**src/rtl/hazard_pkg.sv**
```systemverilog
// Shared constants for the pipeline hazard controller.
// Holds the FSM encodings, the NOP word and the legal stall/flush ranges.
package hazard_pkg;

  localparam logic [1:0] RUN      = 2'd0;
  localparam logic [1:0] LU_STALL = 2'd1;
  localparam logic [1:0] FLUSH    = 2'd2;
  localparam logic [1:0] FREEZE   = 2'd3;

  localparam logic [31:0] NOP = 32'h0;

  localparam int LOAD_LAT_MIN = 1;
  localparam int LOAD_LAT_MAX = 7;
  localparam int FLUSH_MIN    = 1;
  localparam int FLUSH_MAX    = 7;

  function automatic logic [2:0] clamp3(
    input int v,
    input int lo,
    input int hi
  );
    int r;
    r = (v < lo) ? lo : ((v > hi) ? hi : v);
    return 3'(r);
  endfunction

endpackage

```
**src/rtl/hazard_ctl_detect.sv**
```systemverilog
// Load-use comparator: EX load whose destination feeds an ID operand.
// Register 0 is deliberately not exempt.
module hazard_detect #(
  parameter int REG_ADDR_W = 5
) (
  input  logic [REG_ADDR_W-1:0] i_top_addr,
  input  logic                  i_top_used,
  input  logic [REG_ADDR_W-1:0] i_bot_addr,
  input  logic                  i_bot_used,
  input  logic [REG_ADDR_W-1:0] i_ex_dest,
  input  logic                  i_ex_load,
  output logic                  o_lu_hz
);

  logic w_top_hit;
  logic w_bot_hit;

  assign w_top_hit = i_top_used && (i_top_addr == i_ex_dest);
  assign w_bot_hit = i_bot_used && (i_bot_addr == i_ex_dest);
  assign o_lu_hz   = i_ex_load && (w_top_hit || w_bot_hit);

endmodule

```
**src/rtl/hazard_ctl.sv**
```systemverilog
// Pipeline hazard/sequencing FSM with freeze, redirect flush and
// load-use stall, plus a saturating stall-cycle counter.
module hazard_ctl
  import hazard_pkg::*;
#(
  parameter int REG_ADDR_W   = 5,
  parameter int LOAD_LAT     = 1,
  parameter int FLUSH_CYCLES = 2,
  parameter int PERF_W       = 16
) (
  input  logic                  clock,
  input  logic                  nreset,
  input  logic [REG_ADDR_W-1:0] id_top_addr,
  input  logic                  id_top_used,
  input  logic [REG_ADDR_W-1:0] id_bot_addr,
  input  logic                  id_bot_used,
  input  logic [REG_ADDR_W-1:0] ex_dest_addr,
  input  logic                  ex_is_load,
  input  logic                  ex_redirect,
  input  logic                  mem_busy,
  output logic                  pc_hold,
  output logic                  pc_redirect,
  output logic                  if_id_hold,
  output logic                  if_id_flush,
  output logic                  id_ex_bubble,
  output logic                  id_ex_hold,
  output logic                  ex_mem_hold,
  output logic                  mem_wb_bubble,
  output logic [1:0]            busy_state,
  output logic [PERF_W-1:0]     stall_cycles
);

  localparam logic [2:0] LL =
    clamp3(LOAD_LAT, LOAD_LAT_MIN, LOAD_LAT_MAX);
  localparam logic [2:0] FC =
    clamp3(FLUSH_CYCLES, FLUSH_MIN, FLUSH_MAX);

  logic [1:0]        r_state;
  logic [1:0]        r_ret;
  logic [2:0]        r_cnt;
  logic [PERF_W-1:0] r_stall;

  logic       w_lu_hz;
  logic [1:0] w_cur;
  logic [1:0] w_nstate;
  logic [1:0] w_nret;
  logic [2:0] w_ncnt;
  logic [7:0] w_ctl;

  hazard_detect #(
    .REG_ADDR_W(REG_ADDR_W)
  ) u_detect (
    .i_top_addr(id_top_addr),
    .i_top_used(id_top_used),
    .i_bot_addr(id_bot_addr),
    .i_bot_used(id_bot_used),
    .i_ex_dest (ex_dest_addr),
    .i_ex_load (ex_is_load),
    .o_lu_hz   (w_lu_hz)
  );

  // FREEZE resumes the state it interrupted once memory is ready.
  assign w_cur = (r_state == FREEZE) ? r_ret : r_state;

  // w_ctl: pc_hold, pc_redirect, if_id_hold, if_id_flush,
  //        id_ex_bubble, id_ex_hold, ex_mem_hold, mem_wb_bubble
  always_comb begin
    w_ctl    = 8'b0;
    w_nstate = r_state;
    w_nret   = r_ret;
    w_ncnt   = r_cnt;
    if (mem_busy) begin
      w_ctl    = 8'b1010_0111;
      w_nstate = FREEZE;
      if (r_state != FREEZE) w_nret = r_state;
    end else if (ex_redirect) begin
      w_ctl = 8'b0101_1000;
      if (FC > 3'd1) begin
        w_nstate = FLUSH;
        w_ncnt   = FC - 3'd1;
      end else begin
        w_nstate = RUN;
      end
    end else begin
      unique case (1'b1)
        (w_cur == LU_STALL): begin
          w_ctl    = 8'b1010_1000;
          w_ncnt   = r_cnt - 3'd1;
          w_nstate = (r_cnt <= 3'd1) ? RUN : LU_STALL;
        end
        (w_cur == FLUSH): begin
          w_ctl    = 8'b0001_1000;
          w_ncnt   = r_cnt - 3'd1;
          w_nstate = (r_cnt <= 3'd1) ? RUN : FLUSH;
        end
        default: begin
          w_nstate = RUN;
          if (w_lu_hz) begin
            w_ctl = 8'b1010_1000;
            if (LL > 3'd1) begin
              w_nstate = LU_STALL;
              w_ncnt   = LL - 3'd1;
            end
          end
        end
      endcase
    end
  end

  assign pc_hold       = nreset && w_ctl[7];
  assign pc_redirect   = nreset && w_ctl[6];
  assign if_id_hold    = nreset && w_ctl[5];
  assign if_id_flush   = nreset && w_ctl[4];
  assign id_ex_bubble  = nreset && w_ctl[3];
  assign id_ex_hold    = nreset && w_ctl[2];
  assign ex_mem_hold   = nreset && w_ctl[1];
  assign mem_wb_bubble = nreset && w_ctl[0];
  assign busy_state    = nreset ? r_state : RUN;
  assign stall_cycles  = r_stall;

  always_ff @(posedge clock) begin
    if (!nreset) begin
      r_state <= RUN;
      r_ret   <= RUN;
      r_cnt   <= 3'd0;
      r_stall <= '0;
    end else begin
      r_state <= w_nstate;
      r_ret   <= w_nret;
      r_cnt   <= w_ncnt;
      if (pc_hold && (r_stall != {PERF_W{1'b1}}))
        r_stall <= r_stall + 1'b1;
    end
  end

endmodule

```
**config.mk**
```make
export PLATFORM = sky130hd
export DESIGN_NAME = hazard_ctl
export DESIGN_NICKNAME = d
export VERILOG_FILES = /design/src/rtl/hazard_pkg.sv /design/src/rtl/hazard_ctl_detect.sv /design/src/rtl/hazard_ctl.sv
export SDC_FILE = /design/constraint.sdc
export NUM_CORES = 1
export LEC_CHECK = 0
export ABC_AREA = 1
export BUFFER_PORTS_ARGS = -buffer_cell sky130_fd_sc_hd__buf_2
export CELL_PAD_IN_SITES_DETAIL_PLACEMENT = 0
export CELL_PAD_IN_SITES_GLOBAL_PLACEMENT = 2
export CORE_ASPECT_RATIO = 0.75
export CORE_UTILIZATION = 27
export DETAILED_ROUTE_END_ITERATION = 7
export PLACE_DENSITY_LB_ADDON = 0.1
export SYNTH_ARGS = -nofsm -noshare
export SYNTH_HDL_FRONTEND = slang
export SYNTH_SLANG_ARGS = --single-unit
```
**constraint.sdc**
```tcl
create_clock -name clock -period 2.6 [get_ports clock]
set_clock_uncertainty 0.15 [all_clocks]
set_input_delay 0.52 -clock clock [delete_from_list [all_inputs] [get_ports clock]]
set_output_delay 0.52 -clock clock [all_outputs]
set_load 0.01 [all_outputs]
```
# ---- Yosys cells after proc, flatten, opt, wreduce, memory -nomap -nowiden
# Index checks and enable logic that the tools add are counted.
dict set report totals {
  register_bits 23
  inputBits 22
  out_inout_bits 26
  word_cells 45
}
dict set report classes {
  addsub 2
  order_cmp 1
  eq_ne 7
  n_mux 13
  bitwise 1
  n_reduce_logical 17
}
# operator count
set op_table {}
lappend op_table {{$mux 8} 3}
lappend op_table {{$add 16x1->16 const B} 1}
lappend op_table {{$ne 16x16->1 const B} 1}
lappend op_table {{$pmux 8 s2} 1}
lappend op_table {{$logic_and 1x1->1} 12}
lappend op_table {{$eq 5x5->1} 2}
lappend op_table {{$mux 2} 5}
lappend op_table {{$mux 3} 2}
lappend op_table {{$eq 2x2->1 const B} 2}
lappend op_table {{$pmux 2 s2} 1}
lappend op_table {{$reduce_and 2->1} 2}
lappend op_table {{$le 3x1->1 const B} 1}
lappend op_table {{$sub 3x1->3 const B} 1}
lappend op_table {{$eq 2x1->1 const B} 1}
lappend op_table {{$ne 2x2->1 const B} 1}
lappend op_table {{$reduce_bool 2->1} 1}
lappend op_table {{$reduce_or 2->1} 1}
lappend op_table {{$logic_or 1x1->1} 1}
lappend op_table {{$mux 1} 1}
lappend op_table {{$not 1->1} 1}

# ---- Longest topological paths before layout
# Gate-level depths: netlist of the first run.
dict set report depth {
  depth_word 10
  depth_mapped 14
  depth_no_buf 13
}

# ---- Hierarchy
# A second synthesis of the first run with hierarchy kept.
dict set report unflattened {
  hier_cells 281
  area_unflattened_um2 1716.6
}
# module instances cells_per_inst area_each_um2
set modules_own_cells {}
lappend modules_own_cells {hazard_ctl 1 227 1510.2}
lappend modules_own_cells {hazard_detect 1 54 206.4}

# ---- Least setup slack after synthesis of the first run
# OpenSTA, ideal clock, no wires.
dict set report synth_timing {
  path_kind {reg-to-output}
  startpoint {register r_state[1]}
  endpoint {output port pc_hold}
  arrival_time_ps 1671
  path_slack_ps 259
  path_stages_with_launch 11
  cell_sequence {dfxtp_1 > inv_1 > o21ai_0 > inv_1 > ha_1 > o21ai_0 > nor2_1 > nand2_1 > nand2_4 > buf_4 > buf_4}
}
dict set report synth_via {
  elab_chain_len 7
  elab_cells_between_ends 8
}
# item line
set synth_rtl {}
lappend synth_rtl {{from (decl)} hazard_ctl.sv:38} ;# logic [1:0] r_state;
lappend synth_rtl {{from (signal assigned)} hazard_ctl.sv:128} ;# r_state <= w_nstate;
lappend synth_rtl {{$eq 2x2->1} hazard_ctl.sv:63} ;# assign w_cur = (r_state == FREEZE) ? r_ret : r_state;
lappend synth_rtl {{$mux 2 (*)} hazard_ctl.sv:63}
lappend synth_rtl {{$eq 2x2->1 / $eq 2x1->1 (equally long branches)} {hazard_ctl.sv:91, hazard_ctl.sv:86}}
lappend synth_rtl {{$pmux 8 s2 (*)} hazard_ctl.sv:85} ;# unique case (1'b1)
lappend synth_rtl {{$mux 8 (*)} hazard_ctl.sv:76} ;# end else if (ex_redirect) begin
lappend synth_rtl {{$mux 8 (*)} hazard_ctl.sv:72} ;# if (mem_busy) begin
lappend synth_rtl {{$logic_and 1x1->1 (*)} hazard_ctl.sv:110} ;# assign pc_hold = nreset && w_ctl[7];
lappend synth_rtl {{to (decl)} hazard_ctl.sv:21} ;# output logic pc_hold,
# Mark *: on every way between the ends. The rest lies on a longest branch, timed or not.

# ---- Worst setup path in the final report of the first run
dict set report layout_timing {
  startpoint {register r_state[1]}
  endpoint {output port if_id_hold}
}
dict set report layout_via {
  elab_chain_len 7
  elab_cells_between_ends 8
}
# item line
set layout_rtl {}
lappend layout_rtl {{$eq 2x2->1} hazard_ctl.sv:63}
lappend layout_rtl {{$mux 2 (*)} hazard_ctl.sv:63}
lappend layout_rtl {{$eq 2x2->1 / $eq 2x1->1 (equally long branches)} {hazard_ctl.sv:91, hazard_ctl.sv:86}}
lappend layout_rtl {{$pmux 8 s2 (*)} hazard_ctl.sv:85}
lappend layout_rtl {{$mux 8 (*)} hazard_ctl.sv:76}
lappend layout_rtl {{$mux 8 (*)} hazard_ctl.sv:72}
lappend layout_rtl {{$logic_and 1x1->1 (*)} hazard_ctl.sv:112} ;# assign if_id_hold = nreset && w_ctl[5];
lappend layout_rtl {{to (decl)} hazard_ctl.sv:23} ;# output logic if_id_hold,
# Marks and branches as above.

==> flow_summary.toml, run 1 <==
[critical_path]
cp-end-kind = "output pin"
critPathMaxFanout = 9
required_ps = 1930
crit_path_start_kind = "flip-flop"
r2r_slack_ps = 480
arrival_ps = 1780
worstSetupPathType = "flip-flop to output pin"

[pwr]
leakagePower_uw = 0.000978
ir_drop_uv = 168
power.density_nw_per_um2 = 386

[sta]
timing.fmax_mhz = 408
fin_tns_setup_ps = 0
finalHoldViolations = 0
setup_ws_ps = 147
final_max_slew_viol_count = 0
grt_setup_unrepaired = "false"
period_share = 0.944
finalCriticalPeriod_ps = 2450
worstMarginPinSlew_ps = 312
setup_viol = 0
max_slew_margin = 0.790

[global_route]
grt_pass1_vias = 1456
antenna_found_initial = 0
grt_pass1_wl_um = 7090
gr-usage-all-layers = 0.138
overflow = 0
grt_max_degree = 19

[detailed_routing]
ant_nets = 0
postRouteWirelength_um = 4050
dr.pass1.iters = 4
drc = 0
vias = 1548
viasPerCell = 4.30
post_drt_wl_per_cell_um = 11.3
drtIter0Drc = 41

[logic_synthesis]
syn_nets = 263
mappedNetlistArea_um2 = 1620
yosysSeqAreaShare = 0.284
synth_seq_cells = 23
syn_area_per_cell_um2 = 6.85
yosys.cell_types.count = 32
synthCells = 237
yosysWarnings = 0

[job]
drv_cap = 0

[cells_and_area]
finalCoreUtilization = 0.337
area_delta_synth_final_pct = 20.5
layout_commonest_cell = "nand2_1"
layout-drive-gt1-share = 0.291
layout_common_cells = "nand2_1 (57), buf_2 (47), inv_1 (33)"
num_antenna_cells = 0
final_area_um2 = 1960
nets = 309

[clock_tree]
cts_tree = "yes"
clock-sinks = 23
h-tree-depth = 1
numCtsBuffers = 3
ctsRootBufferMaster = "clkbuf_8"
max-clock-path-buffers = 2
clk-insertion-delay-late_ps = 270
clk_pin_slew_ps = 90
cts_setup_buffers = 0

[status]
outcome = "completed"

[min_path]
hp-class = "flip-flop to flip-flop"

[die]
io_pins = 48
core_um2 = 5800
initial_core_util = 0.280
die_w_um = 91.5
dieArea_um2 = 6330
die_y_um = 69.1
num_rows = 24

[place]
dpl_cell_area_um2 = 1900
gp_congestion = 0.764
pre_cts_ws_ps = 299
dp_hpwl_um = 3090
port_buffers = 47
==> state kept, by name (all words and copies together) (netlist names) <==
| register | count |
|---|---|
| r_cnt | 3 |
| r_ret | 2 |
| r_state | 2 |
| stall_cycles | 16 |
==> Yosys cell counts <==
cell type,instances,area share
a211oi_1,1,0.0046
a21oi_1,8,0.025
a21oi_2,10,0.054
a31oi_1,2,0.0077
buf_12,1,0.012
buf_4,4,0.019
buf_6,1,0.0069
clkbuf_1,2,0.0046
dfxtp_1,23,0.28
ha_1,4,0.031
inv_1,33,0.076
inv_2,4,0.0092
inv_4,1,0.0039
nand2_1,57,0.13
nand2_2,5,0.019
nand2_4,1,0.0069
nand2_8,1,0.012
nand3_1,23,0.071
nand3_4,1,0.011
nand3b_1,1,0.0046
nand4_1,5,0.019
nor2_1,18,0.042
nor2_2,1,0.0039
nor2_4,2,0.014
nor3_1,1,0.0031
nor4_1,1,0.0039
o21a_1,2,0.0092
o21ai_0,6,0.019
o22ai_1,2,0.0077
or2_2,1,0.0039
xnor2_1,8,0.043
xor2_1,7,0.038
==> timing repair <==
action | 4_1_cts | 5_1_grt
hold buffers | 0 | 0
pin swaps | 0 | 0
endpoints found under the setup margin | 2 | 3
resized for setup | 1 | 3
==> worst paths after layout <==
kind / endpoint / start / depth (start not counted)
hold reg to reg: r_cnt[0] / r_cnt[0] / 1
hold / removal: r_cnt[0] / r_cnt[0] / 1
setup reg to reg: stall_cycles[4] / r_state[1] / 12
setup / recovery: if_id_hold / r_state[1] / 9
==> final cells by class <==
cell class | count | area (µm²)
repair buffers | 49 | 250
clock inverters | 1 | 7.51
flip-flops and latches | 23 | 462
inverters | 38 | 145
clock buffers | 3 | 41.3
well taps | 78 | 97.6
fillers | 636 | 3840
multi-input cells | 168 | 952
==> report_power, final <==
part	switching (µW)	total, µW	leakage (µW)	internal [µW]
clock	131	240	0.0000217	109
combinational	86.7	142	0.000769	55.0
sequential	10.1	373	0.000187	363
total	228	755	0.000978	527
==> per-stage QoR <==
step                total power, µW  cells  hold WS (ps)
global placement                526    356           301
detailed placement              523    356           299
CTS                             765    360           318
finish                          755    360           327
floorplan                       476    237           281
global route                    801    360           353
==> critical path, stage by stage, from the launching register on <==
cell,delay (ps)
dfxtp_2,360
inv_1,50
o21ai_2,120
inv_1,60
ha_1,350
o21ai_0,170
nor2_1,50
nand2_1,100
nand2_4,90
buf_2,150
==> logic make-up (layout without fill, tap and decap cells) <==
family / count (synthesis) / after routing / synth area share
AOI/OAI and AO/OA: 31 / 31 / 0.126
xor gates and xnor gates: 15 / 15 / 0.0810
buffers and inverters: 46 / 91 / 0.132
adders and majority gates: 4 / 4 / 0.0308
DFF: 23 / 23 / 0.284
and+or+nand+nor: 118 / 118 / 0.346
==> metal layers <==
layer  share of wire  wire length, µm  vias to the layer above  global-route usage
li1                -                -                      841                   -
met2            0.36             1480                       32               0.187
met1            0.58             2340                      673               0.216
met5               0                0                        -                   0
met4          0.0062               25                        0              0.0265
met3           0.052              211                        2              0.0331
Power figures use the tool's default switching activity.
==> inputs of run 2 (changes only) <==
- CELL_PAD_IN_SITES_GLOBAL_PLACEMENT: 2 -> 1
- CORE_UTILIZATION: 27 -> 36
==> run 2 against run 1 <==
Largest power group unchanged. Power fell by 0.85%. Wire length fell by 8.9%. Clock-buffer cell count did not move. First-iteration DRC count rose to 2.6 times the previous value. Sequential power barely moved. Sequential cell count did not move. Combinational power barely moved. Setup slack improved by 16 ps. Critical endpoint unchanged. Critical path depth fell by 1. Core utilization rose by 12 points. Die area fell by 24%.
==> flow_summary.toml, run 2 (synthesized netlist as in run 1, its figures left out) <==
[detailed_routing]
dr.pass1.iters = 4
postRouteWirelength_um = 3690
drc = 0
vias = 1526
viasPerCell = 4.51
drtIter0Drc = 108
post_drt_wl_per_cell_um = 10.9
ant_nets = 0

[place]
dp_hpwl_um = 2840
dpl_cell_area_um2 = 1880
pre_cts_ws_ps = 307
port_buffers = 47
dp_cells = 334
gp_congestion = 0.775

[critical_path]
cp-endpoint = "if_id_hold"
worstSetupPathType = "flip-flop to output pin"
r2r_cells = 11
cp-end-kind = "output pin"
cpPeakStageDelay_ps = 410
critPathMaxFanout = 9
r2r_slack_ps = 500
timing.rr.start = "r_state[0]"
arrival_ps = 1770
worstSetupStartpoint = "r_state[0]"
worstReg2RegEnd = "stall_cycles[8]"
crit_chain = "inv_1 > o21ai_1 > ha_1 > o21ai_1 > nor2_1 > nand2_1 > nand2_4 > buf_2"
required_ps = 1930
crit_path_start_kind = "flip-flop"
cpMaxStageDelayCell = "dfxtp_1"
cpMostUsedCell = "o21ai_1"

[cells_and_area]
layout-drive-gt1-share = 0.293
fillCellCount = 445
largest_reg_flops = 16
num_antenna_cells = 0
area_delta_synth_final_pct = 19.0
layout.cells.non_filler = 338
nets = 310
final_area_um2 = 1930
layout_commonest_cell = "nand2_1"
layout_common_cells = "nand2_1 (57), buf_2 (47), inv_1 (33)"

[global_route]
overflow = 0
grt_busiest_layer = "met2"
gr-usage-all-layers = 0.175
use_met1 = 0.246
grt_max_degree = 19
met2_usage = 0.258
grt_pass1_wl_um = 6420
grt_pass1_vias = 1399
met3_usage = 0.0397
antenna_found_initial = 0

[job]
drv_cap = 0

[sta]
holdWs_ps = 318
max_slew_margin = 0.815
period_share = 0.938
worstMarginPinSlew_ps = 275
grt_setup_unrepaired = "false"
finalHoldViolations = 0
finalCriticalPeriod_ps = 2440
timing.fmax_mhz = 410
final_max_slew_viol_count = 0
fin_tns_setup_ps = 0
setup_ws_ps = 162
setup_viol = 0

[pwr]
p_seq_frac = 0.498
leakagePower_uw = 0.000986
ir_drop_uv = 227
p_int_uw = 526
power.density_nw_per_um2 = 387
combPwrFrac = 0.188
swShare = 0.297
pwr-share-clk = 0.313
switchingPower_uw = 222

[min_path]
hp-class = "flip-flop to flip-flop"

[clock_tree]
cts_resized = 1
numCtsBuffers = 3
clk-insertion-delay-late_ps = 280
ctsHoldBuffers = 0
cts_tree = "yes"
cts_setup_buffers = 0
ctsRootBufferMaster = "clkbuf_8"
max-clock-path-buffers = 2
clock-sinks = 23
h-tree-depth = 1
clk_pin_slew_ps = 90

[die]
die_y_um = 60.1
io_pins = 48
num_rows = 20
initial_core_util = 0.388
core_um2 = 4180
dieArea_um2 = 4780
die_w_um = 79.5

[status]
outcome = "completed"
==> run 2: changes by cell type in the layout (fill, tap and decap cells not counted), sizes merged <==
cell	delta
clkinv	+1
clkinvlp	-1
buf	+1
==> run 2: per-stage QoR <==
stage / power [µW] / util
after floorplan: 476 / -
after global placement: 521 / 0.450
after detailed placement: 520 / 0.450
after CTS: 758 / 0.461
after global routing: 795 / 0.462
final: 748 / 0.462
==> run 2: metal layers <==
metal / wire, µm / up-vias
li1: - / 843
met1: 2060 / 645
met2: 1370 / 33
met3: 204 / 5
met4: 56 / 0
met5: 0 / -
==> run 2: worst max-delay path, delay by kind of cell (launching register included) <==
kind            cells  cell delay (ps)
compound gates      2              320
fa+ha+maj           1              310
buf+inv             2              210
flops               1              410
simple gates        3              240
==> run 2: cell type report <==
class,instances,area [µm²],share of cell area
timing repair buffer,50,258,0.133
multi-input combinational,168,952,0.493
inverter,38,145,0.0751
sequential,23,462,0.239
clock buffer,3,41.3,0.0214
tap,55,68.8,0.0356
clock inverter,1,5.00,0.00259
==> run 2: worst min path at each step <==
stage | startpoint | endpoint | cells after the start
6_report | r_cnt[0] | r_cnt[0] | 1
5_1_grt | ex_redirect | r_cnt[2] | 2
4_1_cts | r_cnt[0] | r_cnt[0] | 1
3_5_place_dp | r_cnt[0] | r_cnt[0] | 1
3_3_place_gp | r_cnt[0] | r_cnt[0] | 1
2_1_floorplan | r_cnt[0] | r_cnt[0] | 1
==> run 2: power by group through the flow <==
| stage | clock [µW] | combinational [µW] | sequential [µW] |
|---|---|---|---|
| 2_1_floorplan | 0 | 96.8 | 379 |
| 3_3_place_gp | 0 | 141 | 380 |
| 3_5_place_dp | 0 | 140 | 380 |
| 4_1_cts | 244 | 141 | 372 |
| 5_1_grt | 259 | 161 | 375 |
| 6_report | 235 | 141 | 373 |
==> inputs of run 3 (changes only) <==
- ABC_AREA: 1 -> default
- CORE_UTILIZATION: 36 -> 37
- clock period: 2.6 -> 3 ns (I/O delays scaled with it)
==> run 3 against run 2 <==
The run now ends with DRC left. Combinational power decreased by 22%. Die area is 21% lower. Final cell count decreased by 27%. Global-route usage grew 0.28 points. Sequential share of layout area rose by 4.5 points. Clock-buffer cell count unchanged. Critical path depth increased by 1. Via count down 15%. Register-to-register slack worse by 120 ps. Design area is 16% lower. Synthesized cell count shrank 32%. Power shrank 17%. Critical endpoint unchanged.
==> flow_summary.toml, run 3 <==
[die]
core_um2 = 3330
num_rows = 18
initial_core_util = 0.393
die_y_um = 53.6
dieArea_um2 = 3790
die_w_um = 70.7
io_pins = 48

[logic_synthesis]
yosys.cell_types.count = 38
netlist.area_leader.share = 0.351
syn_nets = 187
synth_edf_count = 0
synth_seq_cells = 23
yosysTopAreaCell = "dfxtp_1"
async_flop_share = 0
ys_dominant_reg_cell = "dfxtp_1"
yosysSeqAreaShare = 0.351
yosysWarnings = 0
synth_area_leaders = "dfxtp_1 (35%), xor2_1 (6.0%), a21oi_1 (4.6%), ha_1 (3.8%), nor2_1 (3.7%)"
synthTopCellsByCount = "dfxtp_1 (23), nor2_1 (13), a21oi_1 (12), inv_1 (11), nand2_1 (10)"
synthCells = 161
mappedNetlistArea_um2 = 1310
synth.most_common_cell = "dfxtp_1"
syn_area_per_cell_um2 = 8.14

[detailed_routing]
ant_nets = 0
postRouteWirelength_um = 3150
viasPerCell = 5.22
vias = 1290
post_drt_wl_per_cell_um = 12.7
drtIter0Drc = 48
dr.pass1.iters = 8
drc = 5

[sta]
fin_tns_setup_ps = 0
worstMarginPinSlew_ps = 286
finalCriticalPeriod_ps = 2830
finalHoldViolations = 0
grt_setup_unrepaired = "false"
setup_ws_ps = 167
timing.fmax_mhz = 353
period_share = 0.944
final_max_slew_viol_count = 0
max_slew_margin = 0.807
setup_viol = 0

[cells_and_area]
nets = 234
finalCoreUtilization = 0.487
area_delta_synth_final_pct = 23.8
num_antenna_cells = 0
layout.cells.non_filler = 247
layout-drive-gt1-share = 0.285
largest_reg_flops = 16
layout_common_cells = "buf_2 (47), dfxtp_1 (23), nor2_1 (13)"
layout_commonest_cell = "buf_2"

[min_path]
hp-class = "flip-flop to flip-flop"
hold_depth = 2

[global_route]
gr-usage-all-layers = 0.178
antenna_found_initial = 0
grt_pass1_vias = 1204
overflow = 0
grt_max_degree = 14
grt_pass1_wl_um = 5240

[clock_tree]
cts_tree = "yes"
cts_setup_buffers = 0
cts_resized = 0
numCtsBuffers = 3
ctsHoldBuffers = 0
clk_pin_slew_ps = 80
clock-sinks = 23
clk-insertion-delay-late_ps = 260
ctsRootBufferMaster = "clkbuf_8"
h-tree-depth = 1
max-clock-path-buffers = 2

[status]
outcome = "finished with violations"
violations = "DRC"

[pwr]
finalPower_uw = 620
ir_drop_uv = 232
leakagePower_uw = 0.000714
power.density_nw_per_um2 = 382

[critical_path]
r2r_cells = 11
cp-end-kind = "output pin"
arrival_ps = 2080
worstSetupPathType = "flip-flop to output pin"
r2r_slack_ps = 380
crit_path_start_kind = "flip-flop"
critPathMaxFanout = 5
required_ps = 2250

[place]
dp_cells = 243
pre_cts_ws_ps = 182
port_buffers = 47
dp_hpwl_um = 2440
gp_congestion = 0.738

[job]
drv_cap = 0
## run 3: per-stage QoR
stage               cell area (µm²)  hold slack (ps)
floorplan                      1310              290
global placement               1580              312
detailed placement             1580              315
CTS                            1620              329
global route                   1620              340
finish                         1620              323
## run 3: power by group
part           leakage [µW]  internal [µW]  switching, µW
logic              0.000502           47.4           62.3
registers          0.000187            313           6.11
clock network     0.0000255           92.6           98.7
## run 3: cell families (layout without fill, tap and decap cells)
group           Yosys count  in the layout  synth area share
simple gates             56             56             0.228
compound gates           43             43             0.216
flops                    23             23             0.351
buf+inv                  22             68            0.0782
xor+xnor                 11             11            0.0735
fa+ha+maj                 4              4            0.0382
mux                       2              2            0.0153
## run 3: critical path: stages (launching register included)
cell and delay, ps:
dfxtp_1 320, inv_1 80, o21a_1 160, inv_1 50
ha_1 330, inv_1 150, a41oi_1 80, a211o_1 300
a21oi_1 190, buf_2 160
## run 3: path summary, 6_finish.rpt
check	from	to
worst max register to register	r_state[0]	stall_cycles[9]
worst min register to register	r_ret[0]	r_ret[0]
worst max-delay path	r_state[0]	if_id_hold
worst min-delay path	r_ret[0]	r_ret[0]
## run 3: cell type report
cell class	count	area, µm²
clock buffer	3	41.3
clock inverter	1	5.00
fill	337	1710
inverter	12	45.0
multi-input combinational	116	748
sequential	23	460
tap	40	50.0
timing repair buffer	52	273
## run 3: per-layer routing
metal | global-route usage | up-vias | wire length [µm]
met5 | 0 | - | 0
met3 | 0.0431 | 2 | 91
li1 | - | 675 | -
met1 | 0.227 | 594 | 1630
met2 | 0.321 | 19 | 1420
met4 | 0.0200 | 0 | 11
